`src/rtl/uart_rx_fifo_pkg.sv`:
```
// Shared UART definitions: byte width and default receive FIFO geometry, so the
// receive stage and the FIFO agree on widths.
package uart_rx_fifo_pkg;

  localparam int UART_DATA_W    = 8;
  localparam int FIFO_ADDR_W    = 4;
  localparam int FIFO_AFULL_LVL = 12;

endpackage

```
`src/rtl/uart_fifo_ram.sv`:
```
// Simple dual-port RAM, synchronous write and registered synchronous read.
// Sized for the UART FIFOs; the read register resets, the array does not.
module uart_fifo_ram
  import uart_rx_fifo_pkg::*;
#(
  parameter int DATA_W = UART_DATA_W,
  parameter int ADDR_W = FIFO_ADDR_W
) (
  input  logic              clk,
  input  logic              rst_n,
  input  logic              wr_en_i,
  input  logic [ADDR_W-1:0] wr_addr_i,
  input  logic [DATA_W-1:0] wr_data_i,
  input  logic              rd_en_i,
  input  logic [ADDR_W-1:0] rd_addr_i,
  output logic [DATA_W-1:0] rd_data_o
);

  localparam int DEPTH = 2 ** ADDR_W;

  logic [DATA_W-1:0] mem_q [DEPTH];
  logic [DATA_W-1:0] rdData_q;

  always_ff @(posedge clk) begin
    if (wr_en_i) begin
      mem_q[wr_addr_i] <= wr_data_i;
    end
  end

  // Read register holds its value between accepted reads.
  always_ff @(posedge clk or negedge rst_n) begin
    if (!rst_n) begin
      rdData_q <= '0;
    end else if (rd_en_i) begin
      rdData_q <= mem_q[rd_addr_i];
    end
  end

  assign rd_data_o = rdData_q;

endmodule

```
`src/rtl/uart_rx_fifo.sv`:
```
// Receive-byte FIFO behind the UART receiver: wrap-bit pointers, registered
// read port with a valid pulse, occupancy count, almost-full and sticky overflow.
module uart_rx_fifo
  import uart_rx_fifo_pkg::*;
#(
  parameter int DATA_W    = UART_DATA_W,
  parameter int ADDR_W    = FIFO_ADDR_W,
  parameter int AFULL_LVL = FIFO_AFULL_LVL
) (
  input  logic              clk,
  input  logic              rst_n,
  input  logic [DATA_W-1:0] data_in,
  input  logic              data_in_write,
  output logic              data_in_full,
  input  logic              rd_en,
  output logic [DATA_W-1:0] rd_data,
  output logic              rd_valid,
  output logic              empty,
  output logic              afull,
  output logic [ADDR_W:0]   count,
  output logic              overflow,
  input  logic              ovf_clr
);

  logic [ADDR_W:0] wrPtr_q, wrPtr_d;
  logic [ADDR_W:0] rdPtr_q, rdPtr_d;
  logic            rdValid_q, rdValid_d;
  logic            overflow_q, overflow_d;

  logic            fullNow;
  logic            emptyNow;
  logic            wrAcc;
  logic            rdAcc;
  logic [ADDR_W:0] occupancy;

  // Full when the address bits match but the wrap bits differ.
  assign emptyNow  = (wrPtr_q == rdPtr_q);
  assign fullNow   = (wrPtr_q[ADDR_W-1:0] == rdPtr_q[ADDR_W-1:0]) &&
                     (wrPtr_q[ADDR_W] != rdPtr_q[ADDR_W]);
  assign occupancy = wrPtr_q - rdPtr_q;

  assign wrAcc = data_in_write & ~fullNow;
  assign rdAcc = rd_en & ~emptyNow;

  always_comb begin
    wrPtr_d    = wrPtr_q;
    rdPtr_d    = rdPtr_q;
    rdValid_d  = rdAcc;
    overflow_d = overflow_q;
    if (wrAcc) begin
      wrPtr_d = wrPtr_q + 1'b1;
    end
    if (rdAcc) begin
      rdPtr_d = rdPtr_q + 1'b1;
    end
    // A dropped write outranks a simultaneous clear.
    if (data_in_write && fullNow) begin
      overflow_d = 1'b1;
    end else if (ovf_clr) begin
      overflow_d = 1'b0;
    end
  end

  always_ff @(posedge clk or negedge rst_n) begin
    if (!rst_n) begin
      wrPtr_q    <= '0;
      rdPtr_q    <= '0;
      rdValid_q  <= 1'b0;
      overflow_q <= 1'b0;
    end else begin
      wrPtr_q    <= wrPtr_d;
      rdPtr_q    <= rdPtr_d;
      rdValid_q  <= rdValid_d;
      overflow_q <= overflow_d;
    end
  end

  uart_fifo_ram #(
    .DATA_W (DATA_W),
    .ADDR_W (ADDR_W)
  ) u_ram (
    .clk       (clk),
    .rst_n     (rst_n),
    .wr_en_i   (wrAcc),
    .wr_addr_i (wrPtr_q[ADDR_W-1:0]),
    .wr_data_i (data_in),
    .rd_en_i   (rdAcc),
    .rd_addr_i (rdPtr_q[ADDR_W-1:0]),
    .rd_data_o (rd_data)
  );

  assign data_in_full = fullNow;
  assign empty        = emptyNow;
  assign count        = occupancy;
  assign afull        = (occupancy >= (ADDR_W + 1)'(AFULL_LVL));
  assign rd_valid     = rdValid_q;
  assign overflow     = overflow_q;

endmodule

```
`config.mk`:
```
export PLATFORM = sky130hd
export DESIGN_NAME = uart_rx_fifo
export DESIGN_NICKNAME = d
export VERILOG_FILES = /design/src/rtl/uart_rx_fifo_pkg.sv /design/src/rtl/uart_fifo_ram.sv /design/src/rtl/uart_rx_fifo.sv
export SDC_FILE = /design/constraint.sdc
export NUM_CORES = 1
export LEC_CHECK = 0
export ABC_AREA = 1
export CORE_MARGIN = 2
export CORE_UTILIZATION = 59
export CTS_CLUSTER_DIAMETER = 200
export DETAILED_ROUTE_END_ITERATION = 16
export GPL_TIMING_DRIVEN = 0
export MAX_ROUTING_LAYER = met4
export PLACE_DENSITY_LB_ADDON = 0.25
export RECOVER_POWER = 25
export SYNTH_ARGS = -nofsm -noshare
export SYNTH_HDL_FRONTEND = slang
export SYNTH_SLANG_ARGS = --single-unit
```
`constraint.sdc`:
```
create_clock -name clk -period 3 [get_ports clk]
set_input_delay 0.3 -clock clk [delete_from_list [all_inputs] [get_ports clk]]
set_output_delay 0.3 -clock clk [all_outputs]
set_load 0.01 [all_outputs]
```
== Word level (Yosys, flattened, before mapping) ==
Memories as Yosys holds them, arrays and structs flattened. A register that Yosys moved wholly into a read port is not among the register bits.
Cells that the tools add are included.

* Register bits: 12
* Memory bits (writable): 128
* Input bits: 13
* Memories: 1

* $add $sub $neg: 3
* $lt $le $gt $ge: 1
* Equal/unequal tests: 3
* Multiplexer cells: 4
* Bitwise gates (word level): 4
* Reductions and logical operators: 4

{| class="wikitable"
|+ Memory list
! memory !! depth !! width !! read ports !! clocked after Yosys merged registers in !! write ports !! line !! source
|-
| u_ram.mem_q || 16 || 8 || 1 || 1 || 1 || uart_fifo_ram.sv:21 || <nowiki>logic [DATA_W-1:0] mem_q [DEPTH];</nowiki>
|}

{| class="wikitable"
|+ Operators with widths
! kind !! number
|-
| adder 5 x 1 -> 5 bit (second input constant) || 2
|-
| == test 5 bit || 1
|-
| greater-or-equal comparator 5 x 4 -> 1 bit (second input constant) || 1
|-
| subtractor 5 bit || 1
|-
| == test 4 bit || 1
|-
| two-way mux 1 bit || 4
|-
| AND 1 bit || 2
|-
| logical AND 1 bit || 2
|-
| inverter 1 bit || 2
|-
| nonzero test 2 bit || 1
|-
| logical NOT 1 bit || 1
|-
| inequality test 1 bit || 1
|}

== Longest topological paths before layout ==
Gate-level depths: netlist (run 1).

* Word-level depth: 6
* Depth in mapped cells: 13
* Gate-level depth less buffers: 11

== Cells and area by module ==
Synthesis (run 1) repeated with hierarchy kept, for this count alone.

* Cells, all modules: 585
* Area total of the unflattened synthesis: 6437.4 um^2

{| class="wikitable"
|+ Modules (own cells, without submodules)
! module !! times used !! cells an instance !! area an instance (um^2) !! seq. area each (um^2)
|-
| uart_fifo_ram || 1 || 483 || 5635.4 || 4043.9
|-
| uart_rx_fifo || 1 || 102 || 802.0 || 300.3
|}

== Least setup slack after synthesis (run 1) ==
Ideal clock, no wire load.

* Path kind: reg2reg
* Start: register rdPtr_q[2]
* End: memory u_ram.mem_q[4][0] (netlist bit), enable pin
* Setup time: 0.370 ns
* Arrival: 2.069 ns
* Required time: 2.630 ns
* Slack: 0.561 ns
* Stages on the path, launching flop included: 12
* Path buffers: 2
* Period minus slack after synthesis: 2.439 ns
* Cells stage by stage: dfrtp_1 > buf_2 > buf_2 > inv_1 > ha_1 > nand2_1 > nor2_2 > inv_2 > nor2_4 > nor2_4 > nand2_1 > nor2_1

* Cells in the longest elaborated chain, start to end: 6

{| class="wikitable"
|+ RTL lines
! item !! line !! source
|-
| from (decl) || uart_rx_fifo.sv:26 || <nowiki>logic [ADDR_W:0] rdPtr_q, rdPtr_d;</nowiki>
|-
| from (signal assigned) || uart_rx_fifo.sv:72 || <nowiki>rdPtr_q <= rdPtr_d;</nowiki>
|-
| == test 4 bit || uart_rx_fifo.sv:38 || <nowiki>assign fullNow = (wrPtr_q[ADDR_W-1:0] == rdPtr_q[ADDR_W-1:0]) &&</nowiki>
|-
| logical AND 1 bit || uart_rx_fifo.sv:38 ||
|-
| net data_in_full || uart_rx_fifo.sv:14 || <nowiki>output logic data_in_full,</nowiki>
|-
| inverter 1 bit || uart_rx_fifo.sv:42 || <nowiki>assign wrAcc = data_in_write & ~fullNow;</nowiki>
|-
| AND 1 bit || uart_rx_fifo.sv:42 ||
|-
| two-way mux 1 bit || uart_fifo_ram.sv:25 || <nowiki>if (wr_en_i) begin</nowiki>
|-
| two-way mux 1 bit (implied by the code) || uart_fifo_ram.sv:26 || <nowiki>mem_q[wr_addr_i] <= wr_data_i;</nowiki>
|-
| to (decl) || uart_fifo_ram.sv:21 ||
|}

The timed path passes the listed nets, and every way through them passes these cells.

== Worst setup path after layout (run 1) ==
* Start: register rdPtr_q[3]
* End: output port data_in_full

* Cells in the longest elaborated chain, start to end: 2

{| class="wikitable"
|+ RTL lines
! item !! line
|-
| == test 4 bit || uart_rx_fifo.sv:38
|-
| logical AND 1 bit || uart_rx_fifo.sv:38
|-
| to (decl) || uart_rx_fifo.sv:14
|}

No other way between the ends.

==> out/results.ini, run 1 <==
[route]
viasPerCell = 5.38
wire_per_inst_um = 17.3
drc = 0
firstDrtPassIters = 6
wl_mm = 14.8
ant_nets = 0
dr_total_vias = 4605
drt_iter0_drc = 464

[setup_path]
cp-start-kind = register
required_ns = 2.70
ff2ff_setup_slack_ns = 0.25
path_cells = clkinv_2 -> ha_2 -> nand2_1 -> nor2_2 -> inv_2 -> nor2_4 -> clkdlybuf4s50_1
cp_slowest_cell = clkdlybuf4s50_1
slowest_delay_ns = 0.57
path_class = reg -> out
crit_fanout = 10
r2r.worst_path.cells = 10
critPathLaunch = rdPtr_q[3]
timing.rr.end = u_ram.mem_q[8][2]
r2r-start = rdPtr_q[1]
critPathCaptureType = output port
cp.arrival_ns = 2.61

[timing]
hold_viol_final = 0
finalClockSkew_ns = 0.00571
fin_crit_sh = 0.969
max_freq_ghz = 0.344
drv_slew = 0
fin_ws_ns = 0.0941
worstMarginPinSlew_ns = 0.897
period_needed_ns = 2.91
setup_viol = 0
slew_headroom = 0.400

[worst_hold_path]
min_from = ovf_clr
min_path_type = in -> reg
hold_path_depth = 2
min_to = overflow

[layout]
antenna_cells = 0
fillers = 786
drive_above_1_share = 0.108
syn2layout_area_growth_pct = 15.7
fin_nets = 726
fin_cells = 856

[global_routing]
grt_pass1_wl_mm = 23.3
grt_pass1_vias = 4416
track_usage = 0.279
grt_max_degree = 21
gr-total-overflow = 0
antenna_found_initial = 0

[clock_tree]
htree_num_levels = 4
cts-hold-fix-buffers = 0
cts_root_buf = clkbuf_8
cts_made_buffers = 17
cts_tree = built
clk_pin_slew_ns = 0.06
cts_buffer_depth = 2
clk_latency_ns = 0.54
cts_num_sinks = 148

[power]
p_int_mw = 4.81
p_leak_nw = 3.33
pwr_density_cell_nw_per_um2 = 1020
p_clk_frac = 0.236
combPwrFrac = 0.419
swShare = 0.387
sequentialPowerShare = 0.345
switchingPower_mw = 3.03
irDropWorstVdd_mv = 0.652

[floorplanning]
initial_core_util = 0.610
die_y_um = 110
rows = 38
num_io_pins = 31
core-area_um2 = 10900
design.die.area_um2 = 12100
die_x_um = 110

[yosys]
yosysTopAreaCell = edfxtp_1
synth_top_area_frac = 0.579
synth-seq-cells = 148
syn_nets = 677
syn_avg_cell_area_um2 = 10.2
seq_area_frac_synth = 0.654
synthCells = 654
yosysUniqueCellTypes = 25
yosysWarnings = 0
yosys-top-cells-area = edfxtp_1 (58%), nand2_1 (10%), dfrtp_1 (7.5%)
syn_area_um2 = 6640

[placement]
dp_cells = 824
detailed_place_hpwl_mm = 10.2
portBuffers = 30
dp_slack_ns = -0.0680
place_congestion = 0.969

[run_status]
status = finished clean

[job]
maxCapViolations = 0

cell families (layout without fill, tap and decap cells):
logic type / after synthesis / count (layout) / synth area share
compound gates: 8 / 8 / 0.00697
xor+xnor: 10 / 10 / 0.0143
fa+ha+maj: 10 / 10 / 0.0200
buf+inv: 139 / 201 / 0.0885
flops: 148 / 148 / 0.654
simple gates: 339 / 339 / 0.216
sequential cells by signal, indices dropped and copies added, names as in the netlist:
| signal | cells |
|---|---|
| u_ram.mem_q | 128 |
| u_ram.rd_data_o | 8 |
| rdPtr_q | 5 |
| wrPtr_q | 5 |
| overflow | 1 |
| rd_valid | 1 |
per-layer routing:
layer	part of all wire	wire length, um	global-route usage
met2	0.49	7260	0.416
met1	0.39	5860	0.375
met5	0	0	-
met3	0.089	1320	0.0611
met4	0.026	390	0.115
through the flow:
stage	total power [mW]	hold WS [ns]	utilization	instance area [um2]	TNS (ns)
2_1_floorplan	4.71	0.00441	-	6640	0
3_5_place_dp	5.89	0.491	0.654	7120	-2.32
3_3_place_gp	5.81	0.485	0.654	7120	-0.0407
6_report	7.84	0.324	0.706	7680	0
4_1_cts	7.80	0.299	0.704	7670	0
5_1_grt	8.30	0.318	0.706	7680	-0.00810
power by group through the flow:
stage               Combinational (mW)  Clock (mW)  Sequential, mW
finish                            3.29        1.85            2.71
global placement                  3.08           0            2.74
detailed placement                3.14           0            2.75
CTS                               3.22        1.87            2.71
floorplan                         1.97           0            2.74
global route                      3.61        1.96            2.74
synthesized netlist by cell type:
cell	number
nand2_1	180
edfxtp_1	128
inv_1	108
nand3_1	92
nor2_1	58
dfrtp_1	20
buf_2	15
ha_1	9
xor2_1	9
buf_4	6
inv_2	4
buf_6	3
nor2_4	3
o21ai_0	3
a21oi_1	2
clkinv_1	2
nand2_2	2
nand2_4	2
nor2_2	2
a21o_1	1
fa_1	1
inv_4	1
o21ai_1	1
o21ai_2	1
xor2_2	1
layout by cell type (no fill, tap or decap), types with 3 or more instances in the layout:
cell,synthesis,final
edfxtp_1,128,128
nand2_1,180,180
clkinvlp_4,0,7
dfrtp_1,20,20
ha_1,9,7
clkbuf_16,0,16
inv_1,108,107
buf_4,6,9
nor2_1,58,58
o21ai_0,3,3
xor2_2,1,3
inv_2,4,4
nand3_1,92,92
buf_6,3,3
xor2_1,9,7
clkdlybuf4s50_1,0,23
clkinv_2,0,3
inv_6,0,3
buf_2,15,11
nor2_4,3,3
dlygate4sd3_1,0,6
what timing repair did:
action,in CTS,in global routing
buffers inserted,2,0
endpoints found under the setup margin,86,2
gates resized for setup,7,5
worst max-delay path: cells and delay by family, from the launching register on:
kind,cells,cell delay (ns)
adder cells (fa/ha/maj),1,0.43
buffers and inverters,3,0.82
flip-flops,1,0.40
AND/OR/NAND/NOR,3,0.40
worst max-delay path by stage:
stage,endpoint,cells past startpoint
3_5_place_dp,u_ram.mem_q[8][7],11
4_1_cts,afull,8
2_1_floorplan,u_ram.mem_q[4][0],11
5_1_grt,data_in_full,7
3_3_place_gp,u_ram.mem_q[10][3],11
6_report,data_in_full,7
cell type report:
class	instances	area, um2	area share
repair buffers	32	318	0.0414
clock buffers	18	418	0.0544
plain buffers	22	156	0.0204
clock inverters	14	106	0.0138
multi-input cells	367	1730	0.225
inverters	115	438	0.0570
flip-flops and latches	148	4340	0.565
well taps	140	175	0.0228
(Power assumes the default switching activity.)
==> run 2, diff against run 1 <==
--- a/config.mk
+++ b/config.mk
@@ -11,7 +11,6 @@
 export CTS_CLUSTER_DIAMETER = 200
 export DETAILED_ROUTE_END_ITERATION = 16
 export GPL_TIMING_DRIVEN = 0
-export MAX_ROUTING_LAYER = met4
 export PLACE_DENSITY_LB_ADDON = 0.25
 export RECOVER_POWER = 25
 export SYNTH_ARGS = -nofsm -noshare
==> run 2 against run 1 <==
Net effect: sequential power is essentially flat; maximum frequency grew 1.3%; flip-flop and latch count is the same; die area is the same; sequential share of layout area shrank 0.57 points; final area grew 1.0%; global-route usage shrank 0.78 points; critical path type unchanged; largest power group unchanged; highest routed layer unchanged.
==> out/results.ini, run 2 (same netlist as run 1, synthesis figures left out) <==
[placement]
dp_cells = 824  ; unchanged
detailed_place_hpwl_mm = 10.2  ; -0.14%
place_congestion = 0.952  ; -1.7%
portBuffers = 30  ; unchanged

[floorplanning]
rows = 38  ; unchanged
initial_core_util = 0.610  ; unchanged
core-area_um2 = 10900  ; unchanged
die_y_um = 110  ; unchanged
num_io_pins = 31  ; unchanged
design.die.area_um2 = 12100  ; unchanged
die_x_um = 110  ; unchanged

[worst_hold_path]
min_path_type = in -> reg
hold_path_depth = 2  ; unchanged

[global_routing]
gr-total-overflow = 0  ; unchanged
track_usage = 0.271  ; -0.00781
antenna_found_initial = 0  ; unchanged
grt_pass1_wl_mm = 23.2  ; -0.24%
grt_max_degree = 21  ; unchanged
grt_pass1_vias = 4507  ; +2.1%

[timing]
rsz0062_at_grt = false
period_needed_ns = 2.87  ; -0.0373 ns
max_freq_ghz = 0.349  ; +1.3%
slew_headroom = 0.405  ; +0.00502
setup_viol = 0  ; unchanged
drv_slew = 0  ; unchanged
worstMarginPinSlew_ns = 0.890  ; -0.00751 ns
fin_hold_ws_ns = 0.323  ; -0.000472 ns
fin_crit_sh = 0.956  ; -0.0124
hold_viol_final = 0  ; unchanged
finalClockSkew_ns = 0.00880  ; +0.00309 ns

[layout]
largest_reg_flops = 128  ; unchanged
fillers = 753  ; -4.2%
fin_nets = 725  ; -0.14%
drive_above_1_share = 0.0966  ; -0.0109
multi_input_area_um2 = 1730  ; unchanged
antenna_cells = 0  ; unchanged
syn2layout_area_growth_pct = 16.9
mostFrequentLayoutCells = nand2_1 (180), edfxtp_1 (128), inv_1 (107)
layout_commonest_cell = nand2_1
seqCellArea_um2 = 4350  ; about the same
largest_register = u_ram.mem_q
fin_cells = 854  ; -0.23%

[power]
irDropWorstVdd_mv = 0.593  ; -9.1%
pwr_density_cell_nw_per_um2 = 1050  ; +3.2%
p_leak_nw = 3.39  ; +1.8%

[setup_path]
crit_fanout = 10  ; unchanged
path_class = reg -> out
critPathCaptureType = output port
path_depth = 7  ; unchanged
slowest_delay_ns = 0.57  ; about the same
ff2ff_setup_slack_ns = 0.22  ; -0.03 ns
path_cells = clkinv_2 -> ha_1 -> nand2_1 -> nor2_2 -> inv_2 -> nor2_4 -> clkdlybuf4s50_1
r2r.worst_path.cells = 10  ; unchanged
required_ns = 2.70  ; about the same
path_delay_family = buffers and inverters
cp.arrival_ns = 2.57  ; -0.04 ns
cp_slowest_cell = clkdlybuf4s50_1
cp-start-kind = register
path_buf_inv = 3  ; unchanged

[clock_tree]
clk_pin_slew_ns = 0.06  ; about the same
htree_num_levels = 4  ; unchanged
cts_root_buf = clkbuf_8
cts-hold-fix-buffers = 0  ; unchanged
cts_made_buffers = 17  ; unchanged
cts_buffer_depth = 2  ; unchanged
clk_latency_ns = 0.54  ; about the same
cts_num_sinks = 148  ; unchanged
cts_tree = built

[route]
firstDrtPassIters = 5  ; -1
wl_mm = 15.1  ; +1.6%
ant_nets = 0  ; unchanged
viasPerCell = 5.50  ; +2.3%
drt_iter0_drc = 447  ; -3.7%
drc = 0  ; unchanged
dr_total_vias = 4699  ; +2.0%
wire_per_inst_um = 17.7  ; +1.9%

[job]
maxCapViolations = 0  ; unchanged

[run_status]
status = finished clean

==> run 2: metrics by stage <==
step | TNS [ns] | utilization | setup slack [ns] | total power [mW] | instance area (um2)
finish | 0 | 0.713 | 0.131 | 8.18 | 7760
global route | 0 | 0.713 | 0.0296 | 8.61 | 7760
CTS | 0 | 0.710 | 0.00227 | 8.11 | 7730
detailed placement | -0.760 | 0.654 | -0.0511 | 5.89 | 7120
global placement | -0.0268 | 0.654 | -0.00359 | 5.81 | 7120
floorplan | 0 | - | 0.561 | 4.71 | 6640
==> run 2: repair_timing <==
action,4_1_cts,5_1_grt
gates resized for setup,6,6
setup buffers,1,0
pin swaps,0,0
setup endpoints to repair,86,3
==> run 2: final cells by class <==
cell class | count | area share
Timing Repair Buffer | 31 | 0.0403
Sequential cell | 148 | 0.560
Clock buffer | 19 | 0.0543
Inverter | 115 | 0.0564
Clock inverter | 12 | 0.0240
Buffer | 22 | 0.0201
Multi-Input combinational cell | 367 | 0.223
Tap cell | 140 | 0.0226
==> run 2: worst paths after layout <==
path                                    startpoint            endpoint
worst max-delay path                    rdPtr_q[3]        data_in_full
worst min-delay path                       ovf_clr            overflow
worst max register to register          rdPtr_q[1]   u_ram.mem_q[5][0]
worst min register to register  u_ram.rd_data_o[0]  u_ram.rd_data_o[0]
max in group asynchronous                    rst_n          wrPtr_q[0]
min in group asynchronous                    rst_n            overflow
==> run 2: metal layers <==
metal,global-route usage,vias up,wire (um)
li1,-,2180,-
met2,0.427,232,7360
met4,0.127,0,449
met1,0.360,2252,5930
met5,0,-,0
met3,0.0617,35,1340
==> run 2: power breakdown <==
group	switching (mW)	internal (mW)
clock	0.771	1.42
combinational	2.06	1.22
sequential	0.157	2.56
==> run 3, diff against run 2 <==
--- a/config.mk
+++ b/config.mk
@@ -13,6 +13,7 @@
 export GPL_TIMING_DRIVEN = 0
 export PLACE_DENSITY_LB_ADDON = 0.25
 export RECOVER_POWER = 25
+export SKIP_CTS_REPAIR_TIMING = 1
 export SYNTH_ARGS = -nofsm -noshare
 export SYNTH_HDL_FRONTEND = slang
 export SYNTH_SLANG_ARGS = --single-unit
==> run 3 against run 2 <==
Net effect: setup slack lost 0.040 ns; flip-flop and latch count unchanged; highest routed layer unchanged; largest cell class unchanged; final area barely moved; combinational power is 2% lower; via count is 0.89% lower; non-clock buffer count rose by 1; critical path type is now reg -> reg.
==> out/results.ini, run 3 (same netlist as run 1, synthesis figures left out) <==
[placement]
portBuffers = 30  ; unchanged
dpl-instance-area_um2 = 7120  ; unchanged
detailed_place_hpwl_mm = 10.2  ; unchanged
dp_cells = 824  ; unchanged
dp_slack_ns = -0.0511  ; unchanged
place_congestion = 0.952  ; unchanged

[route]
ant_nets = 0  ; unchanged
firstDrtPassIters = 5  ; unchanged
wl_mm = 14.9  ; -1.1%
viasPerCell = 5.45  ; -1.0%
dr_total_vias = 4657  ; -0.89%
drt_iter0_drc = 506  ; +13%
wire_per_inst_um = 17.4  ; -1.2%
drc = 0  ; unchanged

[clock_tree]
cts_root_buf = clkbuf_8
htree_num_levels = 4  ; unchanged
cts_tree = built
cts_made_buffers = 17  ; unchanged
clk_pin_slew_ns = 0.06  ; about the same
cts_buffer_depth = 2  ; unchanged
cts_num_sinks = 148  ; unchanged
clk_latency_ns = 0.54  ; about the same

[setup_path]
required_ns = 3.17  ; +0.47 ns
critPathCaptureType = register
slowest_delay_ns = 0.65  ; +0.08 ns
path_delay_family = simple AND/OR/NAND/NOR gates
path_class = reg -> reg
crit_fanout = 11  ; +1
path_buf_inv = 4  ; +1
cp_slowest_cell = nor2_1
path_cells = clkbuf_4 -> inv_2 -> buf_6 -> ha_1 -> nand2_1 -> nor2_2 -> inv_2 -> nor2_4 -> nor2_4 -> nand2_1 -> nor2_1
cp-start-kind = register
cp.arrival_ns = 3.08  ; +0.51 ns

[layout]
fin_area_um2 = 7770  ; about the same
mostFrequentLayoutCells = nand2_1 (180), edfxtp_1 (128), inv_1 (108)
drive_above_1_share = 0.0965  ; -0.000135
largest_register = u_ram.mem_q
fillers = 742  ; -1.5%
antenna_cells = 0  ; unchanged
layout_commonest_cell = nand2_1
fin_nets = 726  ; +0.14%
finish.utilization = 0.714  ; about the same
syn2layout_area_growth_pct = 17.0  ; about the same
fin_cells = 855  ; +0.12%
largest_reg_flops = 128  ; unchanged

[global_routing]
antenna_found_initial = 0  ; unchanged
grt_pass1_vias = 4507  ; unchanged
gr-total-overflow = 0  ; unchanged
grt_pass1_wl_mm = 23.2  ; about the same
track_usage = 0.271  ; about the same
grt_max_degree = 21  ; unchanged

[run_status]
status = finished clean

[power]
irDropWorstVdd_mv = 0.590  ; -0.57%
fin_total_pwr_mw = 8.12  ; -0.78%
p_leak_nw = 3.45  ; +1.6%
pwr_density_cell_nw_per_um2 = 1040  ; -0.88%

[timing]
fin_crit_sh = 0.970  ; +0.0134
fin_ws_ns = 0.0911  ; -0.0403 ns
hold_viol_final = 0  ; unchanged
drv_slew = 0  ; unchanged
worstMarginPinSlew_ns = 0.896  ; +0.00627 ns
setup_tns_ns = 0  ; unchanged
slew_headroom = 0.401  ; -0.00419
finalClockSkew_ns = 0.00614  ; -0.00266 ns
fin_hold_ws_ns = 0.322  ; -0.00120 ns
setup_viol = 0  ; unchanged
max_freq_ghz = 0.344  ; -1.4%
period_needed_ns = 2.91  ; +0.0403 ns

[worst_hold_path]
min_path_type = in -> reg

[floorplanning]
initial_core_util = 0.610  ; unchanged
num_io_pins = 31  ; unchanged
die_x_um = 110  ; unchanged
die_y_um = 110  ; unchanged
design.die.area_um2 = 12100  ; unchanged
rows = 38  ; unchanged
core-area_um2 = 10900  ; unchanged

[job]
maxCapViolations = 0  ; unchanged

run 3: cell count changes in the layout (fill, tap and decap cells not counted), sizes merged:
cell / change
dlymetal6s2s: +4
clkdlybuf4s50: -4
clkbuf: +1
clkinvlp: +1
clkinv: -1
run 3: routing by layer:
metal / up-vias / share of wire / global-route usage
met1: 2216 / 0.39 / 0.362
met3: 40 / 0.091 / 0.0617
met4: 0 / 0.034 / 0.127
met5: - / 0 / 0
met2: 221 / 0.48 / 0.425
li1: 2180 / - / -
run 3: area by class of cell:
cell class | count | area, um2 | area share
Sequential cell | 148 | 4350 | 0.559
Buffer | 23 | 164 | 0.0211
Clock inverter | 12 | 186 | 0.0240
Inverter | 115 | 438 | 0.0563
Multi-Input combinational cell | 367 | 1720 | 0.221
Clock buffer | 19 | 422 | 0.0542
Tap cell | 140 | 175 | 0.0225
Timing Repair Buffer | 31 | 323 | 0.0415
run 3: power by group:
part	total, mW	switching (mW)	internal [mW]	leakage (nW)
combinational	3.21	2.02	1.19	1.77
sequential	2.72	0.158	2.56	1.39
clock	2.19	0.769	1.42	0.292
total	8.12	2.95	5.17	3.45
run 3: worst paths after layout:
path	cells past startpoint	start	slack, ns	endpoint
max	11	rdPtr_q[1]	0.09	u_ram.mem_q[9][6]
min	2	ovf_clr	0.32	overflow
min reg2reg	2	u_ram.rd_data_o[3]	0.51	u_ram.rd_data_o[3]
max reg2reg	11	rdPtr_q[1]	0.09	u_ram.mem_q[9][6]
max in group asynchronous	1	rst_n	2.06	rdPtr_q[2]
min in group asynchronous	1	rst_n	0.33	wrPtr_q[0]
